**src/rtl/pkt_bram_reader.sv**
```systemverilog
// Packet read engine: walks BRAM from cmd_addr for cmd_len words into a valid/ready stream.
// Optional packet/word counters under PKT_BRAM_READER_STATS_EN.
module pkt_bram_reader #(
  parameter int DATA_WIDTH = 32,
  parameter int ADDR_WIDTH = 4,
  parameter int LEN_WIDTH  = ADDR_WIDTH + 1
) (
  input  logic                  clk,
  input  logic                  rst,
  input  logic                  cmd_valid,
  output logic                  cmd_ready,
  input  logic [ADDR_WIDTH-1:0] cmd_addr,
  input  logic [LEN_WIDTH-1:0]  cmd_len,
  output logic                  bram_re,
  output logic [ADDR_WIDTH-1:0] bram_raddr,
  input  logic [DATA_WIDTH-1:0] bram_rdata,
  output logic                  m_valid,
  input  logic                  m_ready,
  output logic [DATA_WIDTH-1:0] m_data,
  output logic                  m_last,
  output logic                  busy
`ifdef PKT_BRAM_READER_STATS_EN
  ,
  output logic [15:0]           pkt_count,
  output logic [31:0]           word_count
`endif
);

  typedef enum logic [1:0] {
    IDLE  = 2'd0,
    READ  = 2'd1,
    DRAIN = 2'd2,
    DONE  = 2'd3
  } state_t;

  state_t state, state_nx;

  logic [ADDR_WIDTH-1:0] raddr;
  logic [LEN_WIDTH-1:0]  rem;
  logic                  infl;
  logic                  infl_last;
  logic [DATA_WIDTH-1:0] bdata [2];
  logic                  blast [2];
  logic                  wptr;
  logic                  rptr;
  logic [1:0]            occ;
  logic                  accept;
  logic                  issue;
  logic                  pop;
  logic                  push;

  assign cmd_ready  = (state == IDLE);
  assign busy       = (state != IDLE);
  assign accept     = cmd_valid && cmd_ready;
  assign m_valid    = (occ != 2'd0);
  assign pop        = m_valid && m_ready;
  assign push       = infl;
  assign m_data     = bdata[rptr];
  assign m_last     = m_valid && blast[rptr];
  assign bram_raddr = raddr;
  assign bram_re    = issue;

  // A pop frees a slot this cycle, so a read may be issued against it
  always_comb begin
    issue    = 1'b0;
    state_nx = state;
    unique case (state)
      IDLE: begin
        if (accept)
          state_nx = (cmd_len == '0) ? DONE : READ;
      end
      READ: begin
        issue = ((occ + {1'b0, infl}) < 2'd2) || pop;
        if (issue && rem == LEN_WIDTH'(1))
          state_nx = DRAIN;
      end
      DRAIN: begin
        if (pop && m_last)
          state_nx = IDLE;
      end
      DONE: state_nx = IDLE;
      default: state_nx = IDLE;
    endcase
  end

  always_ff @(posedge clk) begin
    if (rst) begin
      state     <= IDLE;
      raddr     <= '0;
      rem       <= '0;
      infl      <= 1'b0;
      infl_last <= 1'b0;
      occ       <= 2'd0;
      wptr      <= 1'b0;
      rptr      <= 1'b0;
      bdata[0]  <= '0;
      bdata[1]  <= '0;
      blast[0]  <= 1'b0;
      blast[1]  <= 1'b0;
    end else begin
      state     <= state_nx;
      infl      <= issue;
      infl_last <= issue && (rem == LEN_WIDTH'(1));
      if (accept) begin
        raddr <= cmd_addr;
        rem   <= cmd_len;
      end else if (issue) begin
        raddr <= raddr + ADDR_WIDTH'(1);
        rem   <= rem - LEN_WIDTH'(1);
      end
      if (push) begin
        bdata[wptr] <= bram_rdata;
        blast[wptr] <= infl_last;
        wptr        <= ~wptr;
      end
      if (pop)
        rptr <= ~rptr;
      unique case ({push, pop})
        2'b10:   occ <= occ + 2'd1;
        2'b01:   occ <= occ - 2'd1;
        default: occ <= occ;
      endcase
    end
  end

`ifdef PKT_BRAM_READER_STATS_EN
  always_ff @(posedge clk) begin
    if (rst) begin
      pkt_count  <= '0;
      word_count <= '0;
    end else begin
      if (pop)
        word_count <= word_count + 32'd1;
      if (pop && m_last)
        pkt_count <= pkt_count + 16'd1;
    end
  end
`endif

endmodule

```
**config.mk**
```make
export PLATFORM = sky130hd
export DESIGN_NAME = pkt_bram_reader
export DESIGN_NICKNAME = d
export VERILOG_FILES = /design/src/rtl/pkt_bram_reader.sv
export SDC_FILE = /design/constraint.sdc
export NUM_CORES = 1
export LEC_CHECK = 0
export BUFFER_PORTS_ARGS = -buffer_cell sky130_fd_sc_hd__buf_2
export CELL_PAD_IN_SITES_DETAIL_PLACEMENT = 0
export CELL_PAD_IN_SITES_GLOBAL_PLACEMENT = 1
export CORE_MARGIN = 2
export CORE_UTILIZATION = 43
export DETAILED_ROUTE_END_ITERATION = 16
export PLACE_DENSITY_LB_ADDON = 0.1
export SLEW_MARGIN = 40
export SYNTH_ARGS = -nofsm -noshare
export SYNTH_HDL_FRONTEND = slang
export SYNTH_SLANG_ARGS = --single-unit
```
**constraint.sdc**
```tcl
create_clock -name clk -period 3.4 [get_ports clk]
set_input_delay 0.34 -clock clk [delete_from_list [all_inputs] [get_ports clk]]
set_output_delay 0.34 -clock clk [all_outputs]
set_load 0.02 [all_outputs]
```
==> results.json, run 1 <==
{
  "grt_pass1_vias": 2345,
  "yosys.cell_types.count": 34,
  "tns_ns": 0,
  "grt_use_met3": 0.0324,
  "start_kind": "register",
  "critPathMaxFanout": 11,
  "min_period_ns": 2.34,
  "cts.clk_slew.worst_paths_ns": 0.10,
  "syn_to_final_growth_pct": 20.1,
  "drc": 0,
  "tightest_slew_ns": 0.673,
  "fp.dieH_um": 97.3,
  "cts_tree": "done",
  "grt_max_degree": 35,
  "yosys_warnings": 0,
  "utilization": 0.523,
  "diodes": 0,
  "final_cell_count_no_fill": 483,
  "cts_hold_buf": 0,
  "rsz0062_at_grt": "false",
  "place_inst": 466,
  "status": "finished, final reports clean",
  "hold_viol_final": 0,
  "clockBufferDepth": 2,
  "initial_core_util": 0.435,
  "cp.arrival_ns": 2.00,
  "pwr_density_cell_nw_per_um2": 547,
  "post_drt_wl_per_cell_um": 14.3,
  "worst_ep_required_time_ns": 3.06,
  "netlist.top_cell.by_area": "edfxtp_1",
  "synth-seq-area-share": 0.626,
  "globalRouteOverflowTotal": 0,
  "gp_congestion": 0.728,
  "yosys-top-cells-count": "and2_1, edfxtp_1, mux2_2, dfxtp_1, nor2_1",
  "layout.filler_cells": 805,
  "routed_wl_mm": 6.90,
  "cts_root_buffer": "clkbuf_8",
  "synth_edf_count": 66,
  "drt_iter0_markers": 59,
  "crit_buf_inv": 2,
  "io_pins": 86,
  "numCtsBuffers": 9,
  "p_total_mw": 2.46,
  "dp_hpwl_mm": 4.58,
  "grt_pass1_wl_mm": 11.2,
  "grt_util_met1": 0.197,
  "synth_area_um2": 3740,
  "min_from": "bram_rdata[13]",
  "worstSkewPairLatency_ns": 0.35,
  "synth_cells": 284,
  "syn_area_per_cell_um2": 13.2,
  "setup_ws_ns": 1.06,
  "min_path_type": "input port to register",
  "crit_chain": "and4bb_4, a2111oi_4, buf_4, buf_2",
  "crit_path_end_kind": "primary output",
  "ys_ff_latch": 84,
  "slew_viol_final": 0,
  "grt_use_met2": 0.245,
  "finalClockSkew_ns": 0.00898,
  "cts-resized-gates": 0,
  "io_buffers": 85,
  "r2r-start": "occ[1]",
  "async_flop_share": 0,
  "vias": 2340,
  "slowest_stage": "a2111oi_4",
  "maxCapViolCount": 0,
  "dr.pass1.iters": 4,
  "drive_gt1_frac": 0.387,
  "grt_usage": 0.151,
  "rows": 34,
  "synth_ff_type": "edfxtp_1",
  "die-width_um": 97.3,
  "cp_slowest_stage_delay_ns": 0.55,
  "crit_family": "compound AO/OA/AOI/OAI gates",
  "synth.net_count": 333,
  "timing.fmax_mhz": 427,
  "nets": 419,
  "synth_most_common_cell": "and2_1",
  "peakVddDrop_mv": 0.199,
  "yosys.area.top_type_share": 0.530,
  "worst_hold_slack_ns": 0.263,
  "worstSetupPathType": "register to primary output",
  "antenna_found_initial": 0,
  "dpl_cell_area_um2": 4310,
  "pre_cts_ws_ns": 1.11,
  "fin_area_um2": 4500,
  "clkSinkCount": 84,
  "yosys-top-cells-area": "edfxtp_1, and2_1, dfxtp_1",
  "viasPerCell": 4.84,
  "post-cts-setup-buffers": 0,
  "fin_crit_sh": 0.689,
  "p_leak_nw": 1.86,
  "relSlewSlack": 0.549,
  "setup_viol": 0,
  "core_um2": 8590,
  "dieArea_um2": 9470,
  "startpoint": "occ[1]",
  "detail-route-antenna-nets": 0,
  "h-tree-depth": 3,
  "grt.busiest_layer": "met2"
}
-- layout by cell type (no fill, tap or decap), drive strengths merged, types with 2 or more instances in the layout --
master | synthesis | layout
ha | 4 | 4
nor2b | 3 | 3
a211oi | 6 | 6
nor3 | 4 | 4
o21ai | 3 | 3
buf | 2 | 90
nand2 | 2 | 2
mux2 | 32 | 32
nand3b | 2 | 2
and2 | 68 | 68
and3 | 6 | 6
clkinvlp | 0 | 4
dfxtp | 18 | 18
nor2 | 17 | 17
a2111oi | 2 | 2
xnor2 | 4 | 4
clkbuf | 13 | 9
xor2 | 2 | 2
clkinv | 0 | 2
inv | 9 | 10
a21oi | 3 | 3
edfxtp | 66 | 66
nor3b | 2 | 2
nor4 | 7 | 7
-- path summary, 6_finish.rpt --
kind | endpoint | depth (start not counted) | slack, ns
max reg2reg | bram_raddr[1] | 5 | 1.40
min | bdata[1][13] | 2 | 0.26
min reg2reg | rptr | 2 | 0.51
max | bram_re | 4 | 1.06
-- report_power, final --
group | switching [mW] | internal [mW]
clock | 0.369 | 0.267
combinational | 0.303 | 0.242
sequential | 0.0822 | 1.19
-- logic make-up (layout without fill, tap and decap cells) --
kind of cell,count (synthesis),after routing,synth area share
AND/OR/NAND/NOR,115,115,0.183
flip-flops,84,84,0.626
multiplexers,33,33,0.0990
buffers and inverters,24,115,0.0261
AO/OA/AOI/OAI,18,18,0.0388
XOR/XNOR,6,6,0.0140
adder cells (fa/ha/maj),4,4,0.0134
-- cell type report --
class / count / area, um2 / share of cell area
clock inverters: 7 / 52.6 / 0.0117
repair buffers: 90 / 478 / 0.106
clock buffers: 9 / 124 / 0.0276
inverters: 9 / 33.8 / 0.00751
multi-input cells: 176 / 1330 / 0.295
flip-flops and latches: 84 / 2350 / 0.522
well taps: 108 / 135 / 0.0301
-- metal layers --
metal / wire (um) / vias to the layer above
met2: 3340 / 58
met5: 0 / -
met3: 307 / 13
met4: 140 / 0
li1: - / 1180
met1: 3120 / 1089
-- state kept, by name (all words and copies together) (netlist names), named ones only --
name	cells
bdata	64
blast	2
bram_raddr	4
infl	1
infl_last	1
occ	2
rem	5
rptr	1
state	2
wptr	1
Note: power is estimated with default switching activity, not from simulation.
==> inputs of run 2 (changes only) <==
==> constraint.sdc (replaced) <==
create_clock -name clk -period 2.5 [get_ports clk]
set_input_delay 0.25 -clock clk [delete_from_list [all_inputs] [get_ports clk]]
set_output_delay 0.25 -clock clk [all_outputs]
set_load 0.02 [all_outputs]
==> run 2 against run 1 <==
Flip-flop and latch count did not move. Global-route usage rose by 0.40 points. Count of clock-buffer cells in the layout unchanged. Register-to-register slack got worse by 0.67 ns. Combinational power increased by 42%. Critical path depth did not move. First-iteration DRC count is 36% higher.
==> results.json, run 2 (synthesized netlist as in run 1, its figures left out) <==
{
  "final_cell_count_no_fill": 484,
  "drt_iter0_markers": 80,
  "final_cell_mix": "buf_2, and2_1, edfxtp_1",
  "regToRegEndpoint": "occ[1]",
  "cp_slowest_stage_delay_ns": 0.41,
  "dieArea_um2": 9470,
  "min_path_type": "input port to register",
  "cts_tree": "done",
  "worstSkewPairLatency_ns": 0.34,
  "fin_crit_sh": 0.802,
  "routed_wl_mm": 7.00,
  "critPathMaxFanout": 18,
  "h-tree-depth": 3,
  "diodes": 0,
  "worstRegToRegCells": 5,
  "fin_area_um2": 4490,
  "grt_max_degree": 34,
  "post_drt_wl_per_cell_um": 14.5,
  "crit_family": "buffers and inverters",
  "vias": 2383,
  "grt_usage": 0.155,
  "setup_viol": 0,
  "cp.arrival_ns": 1.76,
  "layout.filler_cells": 793,
  "dp_hpwl_mm": 4.52,
  "gp_congestion": 0.742,
  "worstSetupPathType": "register to primary output",
  "cts.clk_slew.worst_paths_ns": 0.08,
  "core_um2": 8590,
  "clkSinkCount": 84,
  "slowest_stage": "dfxtp_1",
  "drc": 0,
  "syn_to_final_growth_pct": 20.0,
  "cts-resized-gates": 0,
  "numCtsBuffers": 9,
  "cts_hold_buf": 0,
  "min_period_ns": 2.01,
  "post-cts-setup-buffers": 0,
  "drive_gt1_frac": 0.383,
  "tightest_slew_ns": 0.501,
  "crit_chain": "and4bb_4, a2111oi_4, buf_4, buf_2",
  "utilization": 0.522,
  "peakVddDrop_mv": 0.268,
  "dpl_cell_area_um2": 4320,
  "rsz0062_at_grt": "false",
  "min_from": "bram_rdata[7]",
  "crit_path_end_kind": "primary output",
  "detail-route-antenna-nets": 0,
  "cp_num_cells": 4,
  "worst_hold_slack_ns": 0.187,
  "initial_core_util": 0.435,
  "relSlewSlack": 0.666,
  "start_kind": "register",
  "place_inst": 468,
  "viasPerCell": 4.92,
  "tns_ns": 0,
  "grt_pass1_vias": 2307,
  "p_leak_nw": 1.86,
  "finalClockSkew_ns": 0.00625,
  "crit_buf_inv": 2,
  "fp.dieH_um": 97.3,
  "worst_ep_required_time_ns": 2.25,
  "clockBufferDepth": 2,
  "regMostFlops": "bdata",
  "cp-endpoint": "bram_re",
  "rows": 34,
  "timing.fmax_mhz": 499,
  "nets": 420,
  "cts_root_buffer": "clkbuf_8",
  "dr.pass1.iters": 4,
  "die-width_um": 97.3,
  "r2r_slack_ns": 0.73,
  "io_pins": 86,
  "antenna_found_initial": 0,
  "maxCapViolCount": 0,
  "grt_pass1_wl_mm": 11.3,
  "globalRouteOverflowTotal": 0,
  "startpoint": "occ[1]",
  "slew_viol_final": 0,
  "r2r-start": "occ[0]",
  "status": "finished, final reports clean",
  "final_common_cell": "buf_2",
  "io_buffers": 85,
  "pwr_density_cell_nw_per_um2": 738,
  "hold_viol_final": 0,
  "largest_reg_flops": 64
}
## run 2: routing by layer
metal	up-vias	track usage	wire length, um
li1	1180	-	-
met1	1134	0.204	3180
met2	60	0.254	3400
met3	9	0.0302	318
met4	0	0.0641	95
met5	-	0	0
## run 2: power breakdown
part           total, mW  internal (mW)  switching (mW)
clock              0.825          0.353           0.471
combinational      0.776          0.339           0.437
sequential          1.71           1.62          0.0890
## run 2: final cells by class
| class | instances | area [um2] | share of cell area |
|---|---|---|---|
| sequential | 84 | 2340 | 0.522 |
| multi-input combinational | 176 | 1330 | 0.295 |
| timing repair buffer | 91 | 483 | 0.108 |
| tap | 108 | 135 | 0.0301 |
| clock buffer | 9 | 124 | 0.0276 |
| clock inverter | 7 | 43.8 | 0.00975 |
| inverter | 9 | 33.8 | 0.00753 |
## run 2: worst min-delay path by stage
| stage | endpoint | slack, ns | cells after the start |
|---|---|---|---|
| after global routing | bdata[0][19] | 0.17 | 2 |
| final | bdata[1][7] | 0.19 | 2 |
| after CTS | bram_raddr[3] | 0.16 | 3 |
| after global placement | rptr | 0.49 | 2 |
| after detailed placement | rptr | 0.49 | 2 |
| after floorplan | infl | 0.33 | 1 |
## run 2: stage by stage
stage | power, mW | setup WS [ns]
2_1_floorplan | 2.27 | 0.0471
3_3_place_gp | 2.52 | 0.702
3_5_place_dp | 2.53 | 0.680
4_1_cts | 3.37 | 0.438
5_1_grt | 3.51 | 0.385
6_report | 3.31 | 0.494
==> inputs of run 3 (changes only) <==
--- a/config.mk
+++ b/config.mk
@@ -9,7 +9,7 @@
 export CELL_PAD_IN_SITES_DETAIL_PLACEMENT = 0
 export CELL_PAD_IN_SITES_GLOBAL_PLACEMENT = 1
 export CORE_MARGIN = 2
-export CORE_UTILIZATION = 43
+export CORE_UTILIZATION = 39
 export DETAILED_ROUTE_END_ITERATION = 16
 export PLACE_DENSITY_LB_ADDON = 0.1
 export SLEW_MARGIN = 40
==> constraint.sdc (replaced) <==
create_clock -name clk -period 1.6 [get_ports clk]
set_input_delay 0.16 -clock clk [delete_from_list [all_inputs] [get_ports clk]]
set_output_delay 0.16 -clock clk [all_outputs]
set_load 0.02 [all_outputs]
==> run 3 against run 2 <==
The flow now finishes with violations (negative setup slack). Sequential share of layout area down 7.0 points. Register-to-register slack worse by 0.72 ns. Die area grew 9.8%. Global-route usage is 0.39 points lower. Critical path type unchanged.
==> results.json, run 3 (synthesized netlist as in run 1, its figures left out) <==
{
  "drive_gt1_frac": 0.435,
  "grt_max_degree": 34,
  "setup_viol": 16,
  "setup_ws_ns": -0.0767,
  "grt_pass1_vias": 2354,
  "p_leak_nw": 2.16,
  "initial_core_util": 0.403,
  "timing.fmax_mhz": 596,
  "cts_root_buffer": "clkbuf_8",
  "diodes": 0,
  "dpl_cell_area_um2": 4470,
  "layout.filler_cells": 819,
  "min_period_ns": 1.68,
  "critPathMaxFanout": 4,
  "finalClockSkew_ns": 0.0102,
  "dieArea_um2": 10400,
  "multi_input_area_um2": 1510,
  "io_pins": 86,
  "globalRouteOverflowTotal": 0,
  "hold_viol_final": 0,
  "tightest_slew_ns": 0.461,
  "clkSinkCount": 84,
  "regArea_um2": 2350,
  "final_cell_mix": "and2_1, edfxtp_1, buf_2",
  "regMostFlops": "bdata",
  "peakVddDrop_mv": 0.521,
  "vias": 2512,
  "die-width_um": 102,
  "syn_to_final_growth_pct": 39.0,
  "dp_hpwl_mm": 4.72,
  "rsz0062_at_grt": "true",
  "core_um2": 9280,
  "dr.pass1.iters": 4,
  "viasPerCell": 4.81,
  "slew_viol_final": 0,
  "min_path_type": "input port to register",
  "relSlewSlack": 0.689,
  "maxCapViolCount": 0,
  "worst_ep_required_time_ns": 1.44,
  "rows": 35,
  "antenna_found_initial": 0,
  "gp_congestion": 0.748,
  "cts_hold_buf": 0,
  "routed_wl_mm": 7.99,
  "io_buffers": 85,
  "crit_path_end_kind": "primary output",
  "drc": 0,
  "worstSetupPathType": "register to primary output",
  "p_total_mw": 6.10,
  "numCtsBuffers": 9,
  "detail-route-antenna-nets": 0,
  "clockBufferDepth": 2,
  "h-tree-depth": 3,
  "pwr_density_cell_nw_per_um2": 1170,
  "status": "finished, violations left",
  "cts_tree": "done",
  "cts.clk_slew.worst_paths_ns": 0.09,
  "cp.arrival_ns": 1.52,
  "fin_area_um2": 5200,
  "largest_reg_flops": 64,
  "final_common_cell": "and2_1",
  "fin_crit_sh": 1.05,
  "grt_usage": 0.151,
  "nets": 437,
  "grt_pass1_wl_mm": 11.8,
  "drt_iter0_markers": 74,
  "fp.dieH_um": 102,
  "worstSkewPairLatency_ns": 0.36,
  "start_kind": "register",
  "violations": "negative setup slack",
  "post_drt_wl_per_cell_um": 15.3
}
## run 3: changes by cell type in the layout (fill, tap and decap cells not counted), sizes merged
| cell | previous run | this run |
|---|---|---|
| buf | 91 | 105 |
| clkinvlp | 3 | 2 |
| clkinv | 4 | 1 |
| bufinv | 0 | 1 |
| inv | 9 | 11 |
| clkbuf | 9 | 13 |
## run 3: stage by stage
| stage | cells | setup TNS, ns | util | hold slack [ns] | setup slack [ns] |
|---|---|---|---|---|---|
| final | 522 | -0.194 | 0.560 | 0.0857 | -0.0767 |
| after global routing | 522 | -1.88 | 0.560 | 0.0757 | -0.159 |
| after CTS | 517 | -0.591 | 0.512 | 0.0683 | -0.145 |
| after detailed placement | 497 | -0.0277 | 0.481 | 0.450 | -0.0223 |
| after global placement | 497 | 0 | 0.481 | 0.443 | 0.0311 |
| after floorplan | 284 | 0 | - | 0.239 | 0.0275 |
## run 3: worst paths after layout
| path | startpoint | depth (start not counted) | end | slack, ns |
|---|---|---|---|---|
| worst max-delay path | occ[1] | 4 | bram_re | -0.08 |
| worst min-delay path | bram_rdata[22] | 2 | bdata[0][22] | 0.09 |
| worst max register to register | occ[1] | 6 | bram_raddr[3] | 0.01 |
| worst min register to register | rptr | 2 | rptr | 0.52 |
## run 3: routing by layer
layer | vias to the layer above | part of all wire | global-route usage
met2 | 55 | 0.49 | 0.244
met3 | 12 | 0.044 | 0.0369
met1 | 1220 | 0.45 | 0.195
met4 | 0 | 0.015 | 0.0646
li1 | 1225 | - | -
met5 | - | 0 | 0
## run 3: power by group
part	switching (mW)	total (mW)	internal, mW
Combinational	0.887	1.91	1.02
Sequential	0.125	2.67	2.54
Clock	0.794	1.53	0.736
## run 3: area by class of cell
cell class / instances / area share
clock buffer: 10 / 0.0245
clock inverter: 6 / 0.0137
sequential: 84 / 0.452
timing repair buffer: 108 / 0.182
tap: 129 / 0.0310
inverter: 9 / 0.00649
multi-input combinational: 176 / 0.291
## run 3: what timing repair did
action                                  in CTS  in global routing
pin swaps                                    5                  4
setup buffers                                4                  2
resized for setup                           13                104
gates cloned                                 1                  3
endpoints found under the setup margin      40                 43
## run 3: worst max-delay path, cell delays in order (launching register included)
cell,delay (ns)
dfxtp_2,0.35
and4bb_4,0.20
a2111oi_4,0.31
buf_4,0.18
buf_6,0.11
